**src/rtl/e203_clk_gate_ctrl_if.sv**
```systemverilog
// Handshake bundle between the clock-gate controller and its parent:
// activity requests and core status in, per-channel gate/sleep controls out.
interface e203_clk_gate_ctrl_if #(
    parameter int NUM_CH = 6,
    parameter int HOLD_W = 4
);
    logic              core_cgstop;
    logic              core_wfi;
    logic [HOLD_W-1:0] hold_cyc;
    logic [NUM_CH-1:0] ch_active;
    logic [NUM_CH-1:0] ch_clk_en;
    logic [NUM_CH-1:0] ch_ls;
    logic [NUM_CH-1:0] ch_waking;
    logic              all_off;

    modport master (
        output core_cgstop, core_wfi, hold_cyc, ch_active,
        input  ch_clk_en, ch_ls, ch_waking, all_off
    );

    modport slave (
        input  core_cgstop, core_wfi, hold_cyc, ch_active,
        output ch_clk_en, ch_ls, ch_waking, all_off
    );
endinterface

```
**src/rtl/e203_clk_gate_ctrl.sv**
```systemverilog
// Multi-channel clock-enable controller: per-channel ON/HOLD/OFF/WAKE FSM with
// idle hysteresis, WFI request masking and memory light-sleep wake sequencing.
module e203_clk_gate_ctrl #(
    parameter int                 NUM_CH   = 6,
    parameter int                 HOLD_W   = 4,
    parameter int                 WAKE_CYC = 2,
    parameter logic [NUM_CH-1:0]  WFI_MASK = NUM_CH'(6'b000001),
    parameter logic [NUM_CH-1:0]  LS_MASK  = NUM_CH'(6'b110000)
) (
    input  logic                  clk,
    input  logic                  rst,
    e203_clk_gate_ctrl_if.slave   gate
);

    typedef enum logic [1:0] {
        ST_ON   = 2'd0,
        ST_HOLD = 2'd1,
        ST_OFF  = 2'd2,
        ST_WAKE = 2'd3
    } ch_state_e;

    localparam logic [HOLD_W-1:0] WAKE_LOAD = HOLD_W'(WAKE_CYC - 1);
    localparam logic [HOLD_W-1:0] CNT_ONE   = HOLD_W'(1);

    ch_state_e         state_q [NUM_CH];
    ch_state_e         state_d [NUM_CH];
    logic [HOLD_W-1:0] cnt_q   [NUM_CH];
    logic [HOLD_W-1:0] cnt_d   [NUM_CH];
    logic [NUM_CH-1:0] req;
    logic              all_in_off;

    // A masked channel sees no request while the core sleeps in WFI.
    assign req = gate.ch_active & ~({NUM_CH{gate.core_wfi}} & WFI_MASK);

    // NOTE: state registers use non-blocking assignments so every channel
    // samples the same pre-edge values regardless of evaluation order.
    always_ff @(posedge clk) begin
        if (rst) begin
            for (int i = 0; i < NUM_CH; i++) begin
                state_q[i] <= ST_ON;
                cnt_q[i]   <= '0;
            end
        end else begin
            for (int i = 0; i < NUM_CH; i++) begin
                state_q[i] <= state_d[i];
                cnt_q[i]   <= cnt_d[i];
            end
        end
    end

    // NOTE: next-state and counter default to holding their value before
    // any branch, so no path through the case leaves them unassigned (no latch).
    always_comb begin
        for (int i = 0; i < NUM_CH; i++) begin
            state_d[i] = state_q[i];
            cnt_d[i]   = cnt_q[i];
            if (gate.core_cgstop) begin
                state_d[i] = ST_ON;
                cnt_d[i]   = '0;
            end else begin
                case (state_q[i])
                    ST_ON: begin
                        if (!req[i]) begin
                            if (gate.hold_cyc == '0) begin
                                state_d[i] = ST_OFF;
                            end else begin
                                state_d[i] = ST_HOLD;
                                cnt_d[i]   = gate.hold_cyc - CNT_ONE;
                            end
                        end
                    end
                    ST_HOLD: begin
                        if (req[i]) begin
                            state_d[i] = ST_ON;
                        end else if (cnt_q[i] == '0) begin
                            state_d[i] = ST_OFF;
                        end else begin
                            cnt_d[i] = cnt_q[i] - CNT_ONE;
                        end
                    end
                    ST_OFF: begin
                        if (req[i]) begin
                            if (LS_MASK[i]) begin
                                state_d[i] = ST_WAKE;
                                cnt_d[i]   = WAKE_LOAD;
                            end else begin
                                state_d[i] = ST_ON;
                            end
                        end
                    end
                    ST_WAKE: begin
                        // A dropped request does not abort the wake; the
                        // channel reaches ON first and then decays normally.
                        if (cnt_q[i] == '0) begin
                            state_d[i] = ST_ON;
                        end else begin
                            cnt_d[i] = cnt_q[i] - CNT_ONE;
                        end
                    end
                    default: begin
                        state_d[i] = ST_ON;
                        cnt_d[i]   = '0;
                    end
                endcase
            end
        end
    end

    // Clocks run during reset so downstream synchronous resets take effect.
    always_comb begin
        gate.ch_clk_en = '0;
        gate.ch_ls     = '0;
        gate.ch_waking = '0;
        all_in_off     = 1'b1;
        for (int i = 0; i < NUM_CH; i++) begin
            gate.ch_clk_en[i] = rst | gate.core_cgstop
                              | (state_q[i] == ST_ON) | (state_q[i] == ST_HOLD)
                              | ((state_q[i] == ST_OFF) & req[i] & ~LS_MASK[i]);
            gate.ch_ls[i]     = ~rst & LS_MASK[i] & (state_q[i] == ST_OFF)
                              & ~gate.core_cgstop & ~req[i];
            gate.ch_waking[i] = ~rst & (state_q[i] == ST_WAKE);
            if (state_q[i] != ST_OFF) begin
                all_in_off = 1'b0;
            end
        end
        gate.all_off = ~gate.core_cgstop & ~rst & all_in_off;
    end

endmodule

```
**src/flat_wrapper.sv**
```systemverilog
// flat-port wrapper written by rule: the top's interface ports become plain ports
module e203_clk_gate_ctrl_flat 
#(
    parameter int                 NUM_CH   = 6,
    parameter int                 HOLD_W   = 4,
    parameter int                 WAKE_CYC = 2,
    parameter logic [NUM_CH-1:0]  WFI_MASK = NUM_CH'(6'b000001),
    parameter logic [NUM_CH-1:0]  LS_MASK  = NUM_CH'(6'b110000)
)
  (clk, rst, gate_core_cgstop, gate_core_wfi, gate_hold_cyc, gate_ch_active, gate_ch_clk_en, gate_ch_ls, gate_ch_waking, gate_all_off);
  e203_clk_gate_ctrl_if #(.NUM_CH(NUM_CH), .HOLD_W(HOLD_W)) gate_i ();
  input  logic clk;
  input  logic rst;
  input wire logic [$bits(gate_i.core_cgstop)-1:0] gate_core_cgstop;
  input wire logic [$bits(gate_i.core_wfi)-1:0] gate_core_wfi;
  input wire logic [$bits(gate_i.hold_cyc)-1:0] gate_hold_cyc;
  input wire logic [$bits(gate_i.ch_active)-1:0] gate_ch_active;
  output wire logic [$bits(gate_i.ch_clk_en)-1:0] gate_ch_clk_en;
  output wire logic [$bits(gate_i.ch_ls)-1:0] gate_ch_ls;
  output wire logic [$bits(gate_i.ch_waking)-1:0] gate_ch_waking;
  output wire logic [$bits(gate_i.all_off)-1:0] gate_all_off;
  assign gate_i.core_cgstop = gate_core_cgstop;
  assign gate_i.core_wfi = gate_core_wfi;
  assign gate_i.hold_cyc = gate_hold_cyc;
  assign gate_i.ch_active = gate_ch_active;
  assign gate_ch_clk_en = gate_i.ch_clk_en;
  assign gate_ch_ls = gate_i.ch_ls;
  assign gate_ch_waking = gate_i.ch_waking;
  assign gate_all_off = gate_i.all_off;
  e203_clk_gate_ctrl #(.NUM_CH(NUM_CH), .HOLD_W(HOLD_W), .WAKE_CYC(WAKE_CYC), .WFI_MASK(WFI_MASK), .LS_MASK(LS_MASK)) u_core (.clk(clk), .rst(rst), .gate(gate_i));
endmodule
```
**config.mk**
```make
export PLATFORM = sky130hd
export DESIGN_NAME = e203_clk_gate_ctrl_flat
export DESIGN_NICKNAME = d
export VERILOG_FILES = /design/src/rtl/e203_clk_gate_ctrl_if.sv /design/src/rtl/e203_clk_gate_ctrl.sv /design/src/flat_wrapper.sv
export SDC_FILE = /design/constraint.sdc
export NUM_CORES = 1
export LEC_CHECK = 0
export BUFFER_PORTS_ARGS = -buffer_cell sky130_fd_sc_hd__buf_2
export CAP_MARGIN = 10
export CORE_ASPECT_RATIO = 1.5
export CORE_MARGIN = 2
export CORE_UTILIZATION = 31
export DETAILED_ROUTE_END_ITERATION = 10
export PLACE_DENSITY = 0.58
export SKIP_CTS_REPAIR_TIMING = 1
export SYNTH_ARGS = -nofsm -noshare
export SYNTH_HDL_FRONTEND = slang
export SYNTH_SLANG_ARGS = --single-unit
```
**constraint.sdc**
```tcl
create_clock -name clk -period 1.6 [get_ports clk]
set_input_delay 0.16 -clock clk [delete_from_list [all_inputs] [get_ports clk]]
set_output_delay 0.16 -clock clk [all_outputs]
set_load 0.02 [all_outputs]
```
==> parameters.txt, run 1 <==
Parameter                              Value

Status
  Outcome    complete, but fails checks
  Violations in the final reports    negative setup slack

Finish
  Multi-input gate area    0.00257 mm²
  Fraction of layout cells with a size suffix above 1    0.455
  Area used by sequential logic in the layout    753 µm²
  Number of nets in the final layout    547
  Commonest non-fill, non-tap cell in the layout    buf_4
  Layout Area Growth over Synthesis    48.2%
  Finished Cell Area    0.00459 mm²
  Fill count    938
  Commonest cells after routing, fill and taps aside    buf_4, nand2_1, nor2_1, buf_2, a21oi_1
  Diode insertion count for antenna repair    0
  Final cell count without fillers    618
  Post-Route Utilization    0.474

Route
  Remaining antenna violation count after routing    0
  Average via count per standard cell    5.52
  Via count    3410
  Remaining routing DRC violations    0
  Final WL    9.81 mm
  First-iteration detailed-routing DRC count    126
  Wire length per cell    15.9 µm
  Number of optimization iterations in the first detailed-route pass    4

Worst setup path
  Peak per-stage delay on the critical path    360 ps
  Count of buffer and inverter cells on the critical path    3
  Largest delay contributor family on the critical path    simple AND/OR/NAND/NOR gates
  Crit path max fanout    5
  CP Data Arrival Time    1630 ps
  Worst path slowest cell    dfxtp_4
  Required @ worst endpoint    1440 ps
  Critical-path cell list    inv_2 > buf_6 > ha_4 > nand4_1 > nor4_2 > buf_2
  Critical path class    flop to output port
  Crit. End Element    output port
  Worst setup SP type    flop

Min path
  Class of the most critical hold timing path    primary input to flop

Clocking
  CTS buffer count    5
  Root buffer selected by CTS    clkbuf_16
  Clock Sinks    36
  CTS tree    built
  H-tree depth reported by CTS    2
  Later-pin clock latency in the skew report    280 ps
  Clk pin slew, worst setup/hold paths    60 ps
  Largest buffer count on any clock path    2

Place
  Routability-driven placement congestion ratio    0.919
  Final HPWL DP    7.19 mm
  Count of input and output buffers    28
  Cell Area, Placed    0.00395 mm²
  Pre-CTS setup slack    -172 ps
  Total placed cells including tap cells    600

Pwr
  Reported leakage power    1.85 nW
  Power density over the cells    675 mW/mm²
  Largest voltage drop on the vdd net    401 µV

STA
  Fin. max-slew vios    0
  Total setup violations reported at the end of the flow    11
  Max Freq    559 MHz
  Final worst slack    -189 ps
  Period utilization    1.12
  Final critical-path required period    1790 ps
  Final Hold Slack    278 ps
  Unrepaired setup endpoints after global routing    true
  Final hold violation count    0
  Setup Skew    5.51 ps

Global routing
  Via count of the first global-routing pass    3287
  GRT Total Usage    0.171
  Leftover overflow at the end of global routing    0
  First-pass GRT wire length    15.0 mm
  Initial antenna violation count    0
  Pin count of the biggest net entering global routing    22

Die
  Core outline area    0.00969 mm²
  Width of the die    85.7 µm
  Effective utilization at floorplan    0.320
  Total die area    0.0108 mm²
  Vertical die dimension    126 µm
  Boundary Pins    33
  Row count    44

Synth
  Most area-consuming cells after synthesis    dfxtp_1, ha_1, a21oi_1
  Fraction of synthesis flops using an asynchronous set or reset pin    0
  Number of cells produced by synthesis    393
  Synthesized area per cell    7.89 µm²
  Yosys top cell by area    dfxtp_1
  Library cells used by synthesis    64
  Area share of the leading cell type in the synthesized netlist    0.232
  Warnings, synthesis    0
  Post-synth design cell area    0.00310 mm²
  Primary FF master, synth    dfxtp_1
  Post-synth EDFFs    0
  Proportion of synthesized chip area in sequential cells    0.232
  Total of flip-flops plus latches after synthesis    36

Flow run
  Count of max-cap constraint violations    0
where the power goes:
group	switching, W	internal, W	leakage (nW)
Clock	0.000399	0.000622	0.0712
Sequential	0.0000523	0.000947	0.302
Combinational	0.000548	0.000533	1.47
Total	0.000999	0.00210	1.85
sequential cells by signal, indices dropped and copies added (netlist names):
name / cells
u_core.state_q: 12
u_core.cnt_q: 24
metrics by stage:
stage	total power [W]	TNS, ps
after floorplan	0.00158	0
after global placement	0.00191	-2240
after detailed placement	0.00192	-3280
after CTS	0.00295	-2910
after global routing	0.00327	-1870
final	0.00310	-782
worst min-delay path: cells and delay by family:
family	cells	cell delay (ps)
simple gates	2	220
buf+inv	1	70
compound gates	1	50
synth_stat cells (4+ instances only):
cell type  instances
buf_4              4
or2_2              4
o211ai_1           7
clkbuf_1          14
nand3_1           13
ha_1              31
xor2_1             4
xnor2_1            4
or3b_2             5
inv_1             29
nor2_1            32
nand4_1            6
nor3_1            10
o21ai_0           17
nand2_1           27
nor4_1             4
a211oi_1           4
a22oi_1            7
dfxtp_1           36
o31ai_1            8
o2111ai_1          6
mux2i_1           14
nand2b_1           5
o32ai_1            5
nor2b_1            7
nor3b_1            9
a21oi_1           30
final cells by class:
cell class,count,area share
repair buffers,120,0.188
flip-flops and latches,36,0.164
multi-input cells,310,0.559
inverters,29,0.0253
clock buffers,8,0.0319
well taps,115,0.0313
kinds of logic after synthesis:
group | count (synthesis) | share of synthesized area
buf+inv | 50 | 0.0706
fa+ha+maj | 31 | 0.125
simple gates | 140 | 0.249
mux | 15 | 0.0488
other cells | 1 | 0.00121
flops | 36 | 0.232
xor+xnor | 8 | 0.0226
compound gates | 112 | 0.251
path summary, 6_finish.rpt:
check / from / endpoint / slack, ps / depth (start not counted)
worst max-delay path: u_core.state_q[0][6]$_SDFFE_PP0P_ / gate_all_off / -190 / 6
worst min-delay path: gate_ch_active[0] / u_core.state_q[0][1]$_SDFFE_PP0P_ / 280 / 4
worst max register to register: u_core.state_q[0][7]$_SDFFE_PP0P_ / u_core.cnt_q[3][2]$_SDFFE_PP0P_ / -110 / 6
worst min register to register: u_core.state_q[0][5]$_SDFFE_PP0P_ / u_core.state_q[0][5]$_SDFFE_PP0P_ / 500 / 2
metal layers:
layer | share of wire | vias up | global-route usage
li1 | - | 1670 | -
met1 | 0.40 | 1629 | 0.194
met2 | 0.52 | 84 | 0.300
met3 | 0.037 | 27 | 0.0267
met4 | 0.042 | 0 | 0.0971
met5 | 0 | - | 0
Note: power is estimated with default switching activity, not from simulation.
==> inputs of run 2 (changes only) <==
--- a/config.mk
+++ b/config.mk
@@ -7,11 +7,14 @@
 export LEC_CHECK = 0
 export BUFFER_PORTS_ARGS = -buffer_cell sky130_fd_sc_hd__buf_2
 export CAP_MARGIN = 10
+export CELL_PAD_IN_SITES_DETAIL_PLACEMENT = 0
+export CELL_PAD_IN_SITES_GLOBAL_PLACEMENT = 1
 export CORE_ASPECT_RATIO = 1.5
 export CORE_MARGIN = 2
 export CORE_UTILIZATION = 31
 export DETAILED_ROUTE_END_ITERATION = 10
-export PLACE_DENSITY = 0.58
+export MAX_ROUTING_LAYER = met4
+export PLACE_DENSITY = 0.71
 export SKIP_CTS_REPAIR_TIMING = 1
 export SYNTH_ARGS = -nofsm -noshare
 export SYNTH_HDL_FRONTEND = slang
==> run 2 against run 1 <==
  * The flow still finishes with violations (negative setup slack)
  * First-iteration DRC count rose by 17%
  * Combinational power rose by 6%
  * Setup slack improved by 67 ps
  * Clock power fell by 6%
  * Count of clock-buffer cells in the layout fell by 2
  * Fmax rose by 3.9%
  * Critical path depth fell by 1
  * Highest routed layer unchanged
==> parameters.txt, run 2 (synthesis gave the netlist of run 1 again) <==
Parameter                              Value

Status
  Outcome    complete, but fails checks
  Violations in the final reports    negative setup slack

STA
  Final critical-path required period    1720 ps (-66.8 ps)
  Final worst slack    -122 ps (+66.8 ps)
  Unrepaired setup endpoints after global routing    true
  Total setup violations reported at the end of the flow    9 (-2)
  Period utilization    1.08 (-0.0417)
  Fin. max-slew vios    0 (unchanged)
  Final Hold Slack    262 ps (-15.9 ps)
  Max Freq    581 MHz (+3.9%)
  Setup Skew    3.27 ps (-2.23 ps)
  Final hold violation count    0 (unchanged)

Finish
  Registers with the most flip-flops    u_core.cnt_q x24, u_core.state_q x12
  Number of nets in the final layout    563 (+2.9%)
  Layout Area Growth over Synthesis    53.5%
  Post-Route Utilization    0.491 (+0.0170)
  Commonest non-fill, non-tap cell in the layout    buf_4
  Fill count    945 (+0.75%)
  Diode insertion count for antenna repair    0 (unchanged)
  Commonest cells after routing, fill and taps aside    buf_4, nor2_1, nand2_1, buf_2, a21oi_1
  Finished Cell Area    0.00476 mm² (+3.6%)
  Final cell count without fillers    633 (+2.4%)
  Register name with the most flops    u_core.cnt_q
  Flip-flop count of the largest register after layout    24 (unchanged)
  Fraction of layout cells with a size suffix above 1    0.485 (+0.0293)

Worst setup path
  Register-to-Register Path Depth    6 (unchanged)
  Required @ worst endpoint    1440 ps (about the same)
  Crit path max fanout    6 (+1)
  CP Data Arrival Time    1560 ps (-70 ps)
  Crit. End Element    output port
  Worst setup SP type    flop
  Critical path class    flop to output port

Place
  Total placed cells including tap cells    615 (+2.5%)
  Routability-driven placement congestion ratio    0.874 (-5.0%)
  Pre-CTS setup slack    -167 ps (+4.72 ps)
  Final HPWL DP    7.32 mm (+1.8%)
  Count of input and output buffers    28 (unchanged)
  Cell Area, Placed    0.00408 mm² (+3.2%)

Route
  Via count    3414 (+0.12%)
  Average via count per standard cell    5.39 (-2.3%)
  Remaining antenna violation count after routing    0 (unchanged)
  Wire length per cell    16.0 µm (+0.76%)
  Number of optimization iterations in the first detailed-route pass    4 (unchanged)
  Remaining routing DRC violations    0 (unchanged)
  First-iteration detailed-routing DRC count    147 (+17%)
  Final WL    10.1 mm (+3.2%)

Pwr
  Largest voltage drop on the vdd net    383 µV (-4.3%)
  Reported leakage power    1.94 nW (+5.0%)
  Power density over the cells    651 mW/mm² (-3.5%)

Global routing
  First-pass GRT wire length    15.5 mm (+3.5%)
  Initial antenna violation count    0 (unchanged)
  GRT Total Usage    0.183 (+0.0120)
  Leftover overflow at the end of global routing    0 (unchanged)
  Via count of the first global-routing pass    3422 (+4.1%)
  Pin count of the biggest net entering global routing    41 (+86%)

Clocking
  H-tree depth reported by CTS    2 (unchanged)
  CTS tree    built
  Later-pin clock latency in the skew report    290 ps (about the same)
  CTS buffer count    5 (unchanged)
  Largest buffer count on any clock path    2 (unchanged)
  Root buffer selected by CTS    clkbuf_16
  Clk pin slew, worst setup/hold paths    60 ps (about the same)
  Clock Sinks    36 (unchanged)

Die
  Core outline area    0.00969 mm² (unchanged)
  Total die area    0.0108 mm² (unchanged)
  Vertical die dimension    126 µm (unchanged)
  Width of the die    85.7 µm (unchanged)
  Row count    44 (unchanged)
  Boundary Pins    33 (unchanged)
  Effective utilization at floorplan    0.320 (unchanged)

Flow run
  Count of max-cap constraint violations    0 (unchanged)

Min path
  Hold Crit Depth    4 (unchanged)
  Class of the most critical hold timing path    primary input to flop
[run 2: worst max-delay path: stages (launching register included)]
cell and delay (ps):
dfxtp_4 380, inv_2 70, ha_4 180, buf_4 130
or3_1 370, buf_6 140
[run 2: path summary, 6_finish.rpt]
kind	slack, ps	end	startpoint
max	-120	gate_ch_clk_en[4]	u_core.state_q[0][9]$_SDFFE_PP0P_
min	260	u_core.state_q[0][1]$_SDFFE_PP0P_	gate_ch_active[0]
max reg2reg	-100	u_core.cnt_q[4][3]$_SDFFE_PP0P_	u_core.cnt_q[4][1]$_SDFFE_PP0P_
min reg2reg	510	u_core.state_q[0][4]$_SDFFE_PP0P_	u_core.state_q[0][4]$_SDFFE_PP0P_
[run 2: per-layer routing]
metal / vias to the layer above / track usage / wire (µm) / share of wire
met5: - / - / 0 / 0
met4: 0 / 0.0588 / 175 / 0.017
met3: 11 / 0.0234 / 357 / 0.035
met2: 57 / 0.349 / 5630 / 0.56
met1: 1656 / 0.190 / 3960 / 0.39
li1: 1690 / - / - / -
[run 2: power breakdown]
group	total (W)	internal, W	switching (W)
clock	0.000963	0.000567	0.000396
sequential	0.00100	0.000948	0.0000532
combinational	0.00114	0.000569	0.000566
total	0.00310	0.00208	0.00102
[run 2: layout make-up]
type                       count  area, µm²  area share
timing repair buffer         136       1000       0.210
tap                          115        144      0.0302
sequential                    36        753       0.158
inverter                      29        114      0.0239
multi-input combinational    310       2610       0.549
clock inverter                 1       5.00     0.00105
clock buffer                   6        129      0.0271
[run 2: metrics by stage]
step / setup TNS, ps / power, W
2_1_floorplan: 0 / 0.00158
3_3_place_gp: -2060 / 0.00195
3_5_place_dp: -2990 / 0.00196
6_report: -616 / 0.00310
4_1_cts: -3130 / 0.00294
5_1_grt: -1820 / 0.00327
